## config.mk

```make
export PLATFORM = sky130hd
export DESIGN_NAME = gf8_syndrome_seq_flat
export DESIGN_NICKNAME = d
export VERILOG_FILES = /design/src/rtl/gf8_syndrome_seq_if.sv /design/src/rtl/gf8_syndrome_seq.sv /design/src/flat_wrapper.sv
export SDC_FILE = /design/constraint.sdc
export NUM_CORES = 1
export LEC_CHECK = 0
export CORE_MARGIN = 4
export CORE_UTILIZATION = 34
export DETAILED_ROUTE_END_ITERATION = 7
export SYNTH_ARGS = -nofsm -noshare
export SYNTH_HDL_FRONTEND = slang
export SYNTH_SLANG_ARGS = --single-unit
```

## constraint.sdc

```tcl
create_clock -name clk -period 3.9 [get_ports clk]
set_clock_uncertainty 0.15 [all_clocks]
set_input_delay 0.78 -clock clk [delete_from_list [all_inputs] [get_ports clk]]
set_output_delay 0.78 -clock clk [all_outputs]
set_load 0.01 [all_outputs]
```

## src/rtl/gf8_syndrome_seq_if.sv

```systemverilog
// Codeword-in / syndromes-out bus of the sequential GF(8) syndrome generator.
// slave = the generator, master = upstream deinterleaver plus downstream locator.
interface gf8_syndrome_seq_if #(
   parameter int N_SYM = 7,
   parameter int N_SYN = 2
);
   logic [3*N_SYM-1:0] cw_i;
   logic               cw_valid_i;
   logic               cw_ready_o;
   logic [3*N_SYN-1:0] syn_o;
   logic               err_o;
   logic               syn_valid_o;
   logic               syn_ready_i;
   logic               busy_o;

   modport slave (
      input  cw_i, cw_valid_i, syn_ready_i,
      output cw_ready_o, syn_o, err_o, syn_valid_o, busy_o
   );

   modport master (
      output cw_i, cw_valid_i, syn_ready_i,
      input  cw_ready_o, syn_o, err_o, syn_valid_o, busy_o
   );
endinterface

```

## src/rtl/gf8_syndrome_seq.sv

```systemverilog
// RS(7,5) syndromes over GF(8) by Horner evaluation on one shared multiplier; N_SYM*N_SYN cycles
// from accept to syn_valid_o, one codeword in flight, DONE holds until syn_ready_i.
module gf8_syndrome_seq #(
   parameter int N_SYM = 7,
   parameter int N_SYN = 2
) (
   input  logic               clk,
   input  logic               rst,
   gf8_syndrome_seq_if.slave  bus
);
   localparam logic [2:0] IDX_MAX = 3'(N_SYM - 1);
   localparam logic [2:0] J_LAST  = 3'(N_SYN);

   generate
      if (N_SYM < 2 || N_SYM > 7 || N_SYN < 1 || N_SYN > 6 || N_SYN >= N_SYM) begin : g_bad_params
         $error("gf8_syndrome_seq: illegal N_SYM/N_SYN");
      end
   endgenerate

   typedef enum logic [1:0] {IDLE, CALC, DONE} state_t;

   state_t                  state_q, state_d;
   logic [2:0]              acc_q, acc_d;
   logic [2:0]              idx_q, idx_d;
   logic [2:0]              j_q, j_d;
   logic [N_SYM-1:0][2:0]   cw_q, cw_d;
   logic [N_SYN-1:0][2:0]   syn_q, syn_d;
   logic                    err_q, err_d;

   logic       cw_fire;
   logic       last_sym;
   logic       last_syn;
   logic [2:0] sym;
   logic [2:0] mul_op2;
   logic [2:0] mul_out;
   logic [2:0] acc_next;
   logic       cw_ready;
   logic       syn_valid;
   logic       busy;

   function automatic logic [2:0] alpha_pow(input logic [2:0] j);
      case (j)
         3'd1:    return 3'b010;
         3'd2:    return 3'b100;
         3'd3:    return 3'b011;
         3'd4:    return 3'b110;
         3'd5:    return 3'b111;
         3'd6:    return 3'b101;
         default: return 3'b000;
      endcase
   endfunction

   assign mul_op2 = alpha_pow(j_q);

   gf_mult_3 u_mult (
      .a_i (acc_q),
      .b_i (mul_op2),
      .p_o (mul_out)
   );

   assign cw_fire  = bus.cw_valid_i && (state_q == IDLE);
   assign last_sym = (idx_q == 3'd0);
   assign last_syn = last_sym && (j_q == J_LAST);
   assign acc_next = mul_out ^ sym;

   always_ff @(posedge clk) begin
      if (rst) state_q <= IDLE;
      else     state_q <= state_d;
   end

   always_comb begin
      state_d = state_q;
      case (state_q)
         IDLE:    if (cw_fire) state_d = CALC;
         CALC:    if (last_syn) state_d = DONE;
         DONE:    if (bus.syn_ready_i) state_d = IDLE;
         default: state_d = IDLE;
      endcase
   end

   always_comb begin
      cw_ready  = (state_q == IDLE);
      syn_valid = (state_q == DONE);
      busy      = (state_q == CALC) || (state_q == DONE);
   end

   always_comb begin
      sym = 3'b000;
      for (int k = 0; k < N_SYM; k++) begin
         if (idx_q == 3'(k)) sym = cw_q[k];
      end
   end

   always_comb begin
      acc_d = acc_q;
      idx_d = idx_q;
      j_d   = j_q;
      cw_d  = cw_q;
      syn_d = syn_q;
      err_d = err_q;
      case (state_q)
         IDLE: begin
            if (cw_fire) begin
               cw_d  = bus.cw_i;
               acc_d = 3'b000;
               idx_d = IDX_MAX;
               j_d   = 3'd1;
            end
         end
         CALC: begin
            if (last_sym) begin
               // S_j slot is (j-1); err_o follows the fully written set
               for (int k = 0; k < N_SYN; k++) begin
                  if (j_q == 3'(k + 1)) syn_d[k] = acc_next;
               end
               if (last_syn) err_d = |syn_d;
               acc_d = 3'b000;
               idx_d = IDX_MAX;
               j_d   = j_q + 3'd1;
            end else begin
               acc_d = acc_next;
               idx_d = idx_q - 3'd1;
            end
         end
         default: ;
      endcase
   end

   always_ff @(posedge clk) begin
      if (rst) begin
         acc_q <= '0;
         idx_q <= '0;
         j_q   <= '0;
         cw_q  <= '0;
         syn_q <= '0;
         err_q <= 1'b0;
      end else begin
         acc_q <= acc_d;
         idx_q <= idx_d;
         j_q   <= j_d;
         cw_q  <= cw_d;
         syn_q <= syn_d;
         err_q <= err_d;
      end
   end

   assign bus.cw_ready_o  = cw_ready;
   assign bus.syn_valid_o = syn_valid;
   assign bus.busy_o      = busy;
   assign bus.syn_o       = syn_q;
   assign bus.err_o       = err_q;
endmodule

// GF(8) multiply, field polynomial x^3+x+1; x^3 folds to x+1, x^4 to x^2+x.
module gf_mult_3 (
   input  logic [2:0] a_i,
   input  logic [2:0] b_i,
   output logic [2:0] p_o
);
   logic [4:0] p;

   always_comb begin
      p[0] = a_i[0] & b_i[0];
      p[1] = (a_i[0] & b_i[1]) ^ (a_i[1] & b_i[0]);
      p[2] = (a_i[0] & b_i[2]) ^ (a_i[1] & b_i[1]) ^ (a_i[2] & b_i[0]);
      p[3] = (a_i[1] & b_i[2]) ^ (a_i[2] & b_i[1]);
      p[4] = a_i[2] & b_i[2];
      p_o  = {p[2] ^ p[4], p[1] ^ p[3] ^ p[4], p[0] ^ p[3]};
   end
endmodule

```

## src/flat_wrapper.sv

```systemverilog
// flat-port wrapper written by rule: the top's interface ports become plain ports
module gf8_syndrome_seq_flat 
#(
   parameter int N_SYM = 7,
   parameter int N_SYN = 2
)
  (clk, rst, bus_cw_i, bus_cw_valid_i, bus_syn_ready_i, bus_cw_ready_o, bus_syn_o, bus_err_o, bus_syn_valid_o, bus_busy_o);
  gf8_syndrome_seq_if #(.N_SYM(N_SYM), .N_SYN(N_SYN)) bus_i ();
  input  logic clk;
  input  logic rst;
  input wire logic [$bits(bus_i.cw_i)-1:0] bus_cw_i;
  input wire logic [$bits(bus_i.cw_valid_i)-1:0] bus_cw_valid_i;
  input wire logic [$bits(bus_i.syn_ready_i)-1:0] bus_syn_ready_i;
  output wire logic [$bits(bus_i.cw_ready_o)-1:0] bus_cw_ready_o;
  output wire logic [$bits(bus_i.syn_o)-1:0] bus_syn_o;
  output wire logic [$bits(bus_i.err_o)-1:0] bus_err_o;
  output wire logic [$bits(bus_i.syn_valid_o)-1:0] bus_syn_valid_o;
  output wire logic [$bits(bus_i.busy_o)-1:0] bus_busy_o;
  assign bus_i.cw_i = bus_cw_i;
  assign bus_i.cw_valid_i = bus_cw_valid_i;
  assign bus_i.syn_ready_i = bus_syn_ready_i;
  assign bus_cw_ready_o = bus_i.cw_ready_o;
  assign bus_syn_o = bus_i.syn_o;
  assign bus_err_o = bus_i.err_o;
  assign bus_syn_valid_o = bus_i.syn_valid_o;
  assign bus_busy_o = bus_i.busy_o;
  gf8_syndrome_seq #(.N_SYM(N_SYM), .N_SYN(N_SYN)) u_core (.clk(clk), .rst(rst), .bus(bus_i));
endmodule
```

# ---- After elaboration in Yosys (flattened, before gate mapping)
# Cells that the tools add are included.
dict set report word_totals {
  register_bits 39
  input_bits 25
  out_inout_bits 10
  word_cells 92
}
dict set report classes {
  addsub 2
  eq_ne 18
  muxes 27
  n_bitwise 18
  reduce_logical 13
}
# cell count
set op_table {}
lappend op_table {{$mux W3} 19}
lappend op_table {{$eq A3 B3 Y1 const B} 6}
lappend op_table {{$pmux W3 S2} 3}
lappend op_table {{$pmux W3 S6} 1}
lappend op_table {{$eq A3 B2 Y1 const B} 4}
lappend op_table {{$and A1 B1 Y1} 9}
lappend op_table {{$reduce_and A3 Y1} 3}
lappend op_table {{$xor A1 B1 Y1} 8}
lappend op_table {{$eq A3 B1 Y1 const B} 2}
lappend op_table {{$mux W2} 3}
lappend op_table {{$ne A2 B1 Y1 const B} 3}
lappend op_table {{$pmux W2 S3} 1}
lappend op_table {{$reduce_and A2 Y1} 3}
lappend op_table {{$reduce_or A6 Y1} 1}
lappend op_table {{$add A3 B1 Y3 const B} 1}
lappend op_table {{$logic_not A3 Y1} 1}
lappend op_table {{$sub A3 B1 Y3 const B} 1}
lappend op_table {{$xor A3 B3 Y3} 1}
lappend op_table {{$eq A2 B1 Y1 const B} 1}
lappend op_table {{$eq A2 B2 Y1 const B} 1}
lappend op_table {{$logic_and A1 B1 Y1} 2}
lappend op_table {{$logic_not A2 Y1} 1}
lappend op_table {{$ne A2 B2 Y1 const B} 1}
lappend op_table {{$reduce_bool A2 Y1} 1}
lappend op_table {{$logic_or A1 B1 Y1} 1}

# ---- Depth between registers and ports, before layout
dict set report logic_depth {
  ltp_word 13
  mapped_depth 10
  mapped_depth_nobuf 9
}

# ---- Cells and area by module
# A second synthesis with hierarchy kept.
dict set report unflattened {
  hier_cells 300
  area_unflattened_um2 2342.2
}
# mod instances cells_per_inst area_per_inst_um2 seq_area_each_um2
set modules_own_cells {}
lappend modules_own_cells {gf8_syndrome_seq 1 272 2148.3 780.7}
lappend modules_own_cells {gf_mult_3 1 28 193.9 0.0}

# ---- Worst setup path before layout
# Ideal clock, no wire load.
dict set report synth_path {
  path_kind {register to register}
  start {register u_core.j_q[0]}
  end {register u_core.err_q (netlist: u_core.bus.err_o)}
  setup_ns 0.079
  arrival_ns 2.102
  required_time_ns 3.671
  slack_ns 1.569
  path_stages_with_launch 11
  n_path_buf 1
  synth_period_minus_slack_ns 2.331
  cell_sequence {dfxtp_1 > buf_2 > inv_2 > ha_1 > nor4_2 > a21oi_2 > a2111oi_4 > nor3_2 > xnor2_2 > a211oi_2 > a211oi_2}
}
dict set report synth_between {
  elab_chain_len 11
  elab_cells_between_ends 34
  classes_between {6 x eq/ne; 7 x mux; 18 x bitwise; 3 x reduce/logical}
}
# element line
set synth_lines {}
lappend synth_lines {{from (decl)} gf8_syndrome_seq.sv:25} ;# logic [2:0] j_q, j_d;
lappend synth_lines {{from (signal assigned)} gf8_syndrome_seq.sv:140} ;# j_q <= j_d;
lappend synth_lines {{$eq A3 B3 Y1 (tied with other cells)} gf8_syndrome_seq.sv:42} ;# case (j)
lappend synth_lines {{$pmux W3 S6} gf8_syndrome_seq.sv:42}
lappend synth_lines {{$and A1 B1 Y1, on equally long branches} {gf8_syndrome_seq.sv:164, gf8_syndrome_seq.sv:165, gf8_syndrome_seq.sv:166}}
lappend synth_lines {{$xor A1 B1 Y1, on equally long branches} {gf8_syndrome_seq.sv:164, gf8_syndrome_seq.sv:165, gf8_syndrome_seq.sv:166}}
lappend synth_lines {{$xor A1 B1 Y1, on equally long branches} {gf8_syndrome_seq.sv:168, gf8_syndrome_seq.sv:165}}
lappend synth_lines {{$xor A1 B1 Y1} gf8_syndrome_seq.sv:168} ;# p_o = {p[2] ^ p[4], p[1] ^ p[3] ^ p[4], p[0] ^ p[3]};
lappend synth_lines {{$xor A3 B3 Y3} gf8_syndrome_seq.sv:64} ;# assign acc_next = mul_out ^ sym;
lappend synth_lines {{$mux W3} gf8_syndrome_seq.sv:114} ;# if (j_q == 3'(k + 1)) syn_d[k] = acc_next;
lappend synth_lines {{$mux W3} gf8_syndrome_seq.sv:111} ;# if (last_sym) begin
lappend synth_lines {{$mux W3} gf8_syndrome_seq.sv:101} ;# case (state_q)
lappend synth_lines {{$reduce_or A6 Y1} gf8_syndrome_seq.sv:116} ;# if (last_syn) err_d = |syn_d;
lappend synth_lines {{to (signal assigned)} gf8_syndrome_seq.sv:143} ;# err_q <= err_d;
lappend synth_lines {{to (decl)} gf8_syndrome_seq.sv:28} ;# logic err_q, err_d;
# Parallel ways exist; a longest one is shown, timed or not. The select of a mux whose other input is x is not followed.
# A chain may end at the register's enable or synchronous reset.

# ---- Worst setup path after layout
dict set report layout_path {
  start {register u_core.j_q[1]}
  end {register u_core.err_q (netlist: u_core.bus.err_o)}
}
# Same word-level chain as after synthesis.

==> summary.md <==
| Metric | Value |
|---|---|
| Outcome | finished, final reports clean |
| All-Layer GR Usage | 13.4% |
| Layout area overhead | 19.2% |
| Number of hold buffers added after cts | 0 |
| Num CTS Buffers | 5 |
| Net Switching | 0.364 mW |
| Worst path top cell family by delay | compound AO/OA/AOI/OAI gates |
| Input/output buffers | 34 |
| I/O pin count | 35 |
| Hold path cells | 2 |
| Overflow after GRT | 0 |
| Setup tns final | 0 ps |
| Final Max Tran Viols | 0 |
| Cell Int Power | 0.689 mW |
| Worst-case clock buffer depth | 2 |
| Fraction of layout instances using a drive strength above 1 | 7.76% |
| DRT Pass-1 Iters | 4 |
| Final hold viol count | 0 |
| Via density | around 5.2 |
| RSZ-0062 raised after global routing | no |
| Most common cell after layout, fill and taps aside | nand2_1 |
| Final ANT Viol Nets | 0 |
| Critical path endpoint category | flip-flop |
| Hold Crit Class | flip-flop to flip-flop |
| Clock power frac | 25.1% |
| Root Buffer | clkbuf_8 |
| Antenna cells | 0 |
| R2r setup slk | 1200 ps |
| WS Path Type | flip-flop to flip-flop |
| Util after Layout | 42.5% |
| HP Start | u_core.cw_q[20] |
| Die width | 90.3 microns |
| Power density over the cells | 384 mW/mm^2 |
| End of the worst register-to-register path | u_core.bus.err_o |
| Routability Congestion | 0.931 |
| Starting Density | 35.7% |
| Setup bufs post-CTS | 0 |
| WP data arrival | 2740 ps |
| Max FO, Critical Path | 14 |
| Final HPWL DP | ~3900 microns |
| Fin nets | 360 |
| Synthesized flop and latch total | 39 |
| Average cell area after synthesis | approximately 7.7 sq um |
| Most frequent CP cell | a211oi_2 |
| Worst r2r src | u_core.j_q[1] |
| Clk slew on worst S/H paths | 80 ps |
| Cell variety after synth | 50 |
| Most frequent cells in the layout | nand2_1 (60), a21oi_1 (41), dfxtp_1 (39) |
| Worst Tran Pin Value | approximately 1100 ps |
| Post-synth EDFFs | 0 |
| CP max-delay cell | dfxtp_1 |
| Critical Path Max Stage Delay | 610 ps |
| # DRC | 0 |
| Critical path required time | 3940 ps |
| First-pass GRT wire length | 9330 microns |
| WP buf/inv | 1 |
| Mapped Area | 0.00230 sq mm |
| Leakage | 0.989 nW |
| Core Region | approximately 0.0065 sq mm |
| Comb pwr share | 30.6% |
| Cell count after synthesis | 300 |
| Hold EP | u_core.cw_q[20] |
| Die area | 0.00816 sq mm |
| Max IR drop VDD | 0.186 mV |
| Crit path cell chain | inv_1, ha_1, nor2_1, o21ai_1, a2111oi_4, nor3_2, xnor2_2, a211oi_2, a211oi_2 |
| Max Fclk | 370 MHz |
| Antenna violations before repair | 0 |
| Reg2reg path depth | 9 |
| Drt total wl | 5330 microns |
| Rows | 29 |
| Register area share after synthesis | about a third |
| Startpoint Class | flip-flop |
| Die Y | 90.3 microns |
| Fill cells | 686 |
| CTS tree | built |
| Crit path launch | u_core.j_q[1] |
| DRT iter0 DRCs | 79 |
| Sw frac | 34.6% |
| H-Tree Depth | 2 |
| Post-synth ARST share | 0% |
| Sequential Power Share | 44.3% |
| Ys Warns | 0 |
| Main synth FF type | dfxtp_1 |
| Worst skew pair latency | 290 ps |
| CTS sink cnt | 39 |
| Via count | roughly 2100 |
| WL per Instance | 13.4 microns |
| Slew headroom | 24.3% |
| Pin count of the biggest net entering global routing | 29 |
| Min Tclk post-route | 2700 ps |
| Final Cycle Share | approximately 69% |
| Post-Syn Nets | 338 |
| Vias in the first global route | 2027 |
| PostCTS Resize Cnt | 0 |
| Max cap viols | 0 |
| Final setup viols | 0 |
==> routing by layer <==
metal / wire [microns] / global-route usage [%]
met3: 233 / 2.58
met4: 51 / 3.57
met1: 2520 / 17.8
met5: 0 / 0
met2: 2520 / 22.3
==> sequential cells by signal (all words and copies together), names as in the netlist <==
register and count:
u_core.bus.syn_o 6, u_core.idx_q 3, u_core.bus.err_o 1, u_core.cw_q 21, u_core.acc_q 3, u_core.j_q 3, u_core.state_q 2
==> power by group through the flow <==
stage                     clock network, mW  logic [mW]  registers (mW)
after floorplan                           0       0.243           0.456
after global placement                    0       0.320           0.474
after detailed placement                  0       0.323           0.475
after CTS                             0.274       0.324           0.466
after global routing                  0.285       0.366           0.471
final                                 0.265       0.322           0.466
==> synth_stat cells (2+ instances only) <==
library cell,count,area share [%]
nand2_1,60,9.8
a21oi_1,41,8.9
dfxtp_1,39,34
nor2_1,25,4.1
ha_1,13,7.1
inv_1,12,2.0
clkbuf_1,11,1.8
o21ai_0,10,2.2
buf_2,7,1.5
nand3_1,5,1.1
a211oi_1,4,1.3
a221oi_1,4,1.5
mux2i_1,4,1.7
nand2b_1,4,1.1
nand3b_1,4,1.3
xor2_1,4,1.5
a22oi_1,3,0.98
a31oi_1,3,0.81
and3_1,3,0.81
nor2b_1,3,0.81
o21ai_1,3,0.65
xnor2_2,3,2.1
a211oi_2,2,1.1
a21o_1,2,0.65
a32oi_1,2,0.76
buf_1,2,0.33
buf_4,2,0.65
inv_2,2,0.33
nor3_1,2,0.43
==> stage by stage <==
step / setup slack, ps / hold WS, ps / std cells / power, mW / area, sq um
CTS: 1220 / 306 / 399 / 1.06 / 2750
global placement: 1160 / 293 / 392 / 0.794 / 2660
detailed placement: 1170 / 294 / 392 / 0.799 / 2660
global route: 892 / 331 / 399 / 1.12 / 2750
floorplan: 1570 / 281 / 300 / 0.699 / 2300
finish: 1200 / 306 / 399 / 1.05 / 2750
==> worst max path at each step <==
stage | to | slack [ps] | cells past startpoint
floorplan | u_core.bus.err_o | 1570 | 10
global placement | u_core.j_q[0] | 1160 | 9
detailed placement | u_core.j_q[0] | 1170 | 9
CTS | u_core.bus.err_o | 1220 | 9
global route | u_core.bus.err_o | 890 | 9
finish | u_core.bus.err_o | 1200 | 9
==> cell type report <==
cell class	instances	area [sq um]	share of cell area [%]
timing repair buffer	37	363	13.2
multi-input combinational	225	1370	49.9
clock buffer	5	68.8	2.51
inverter	14	52.6	1.91
clock inverter	2	13.8	0.501
tap	77	96.3	3.51
sequential	39	781	28.4
==> kinds of logic (layout without fill, tap and decap cells) <==
family          count (synthesis)  count (layout)  synth area share [%]
mux                             4               4                  1.74
fa+ha+maj                      13              13                  7.06
compound gates                 84              84                  23.7
buf+inv                        36              58                  6.57
xor+xnor                        8               8                  4.02
simple gates                  116             116                  23.0
flops                          39              39                  33.9
==> tightest hold or removal path: cells and delay by family, from the launching register on <==
kind             cells  cell delay (ps)
AO/OA/AOI/OAI        1               50
flip-flops           1              310
AND/OR/NAND/NOR      1               50
Power figures use the tool's default switching activity.
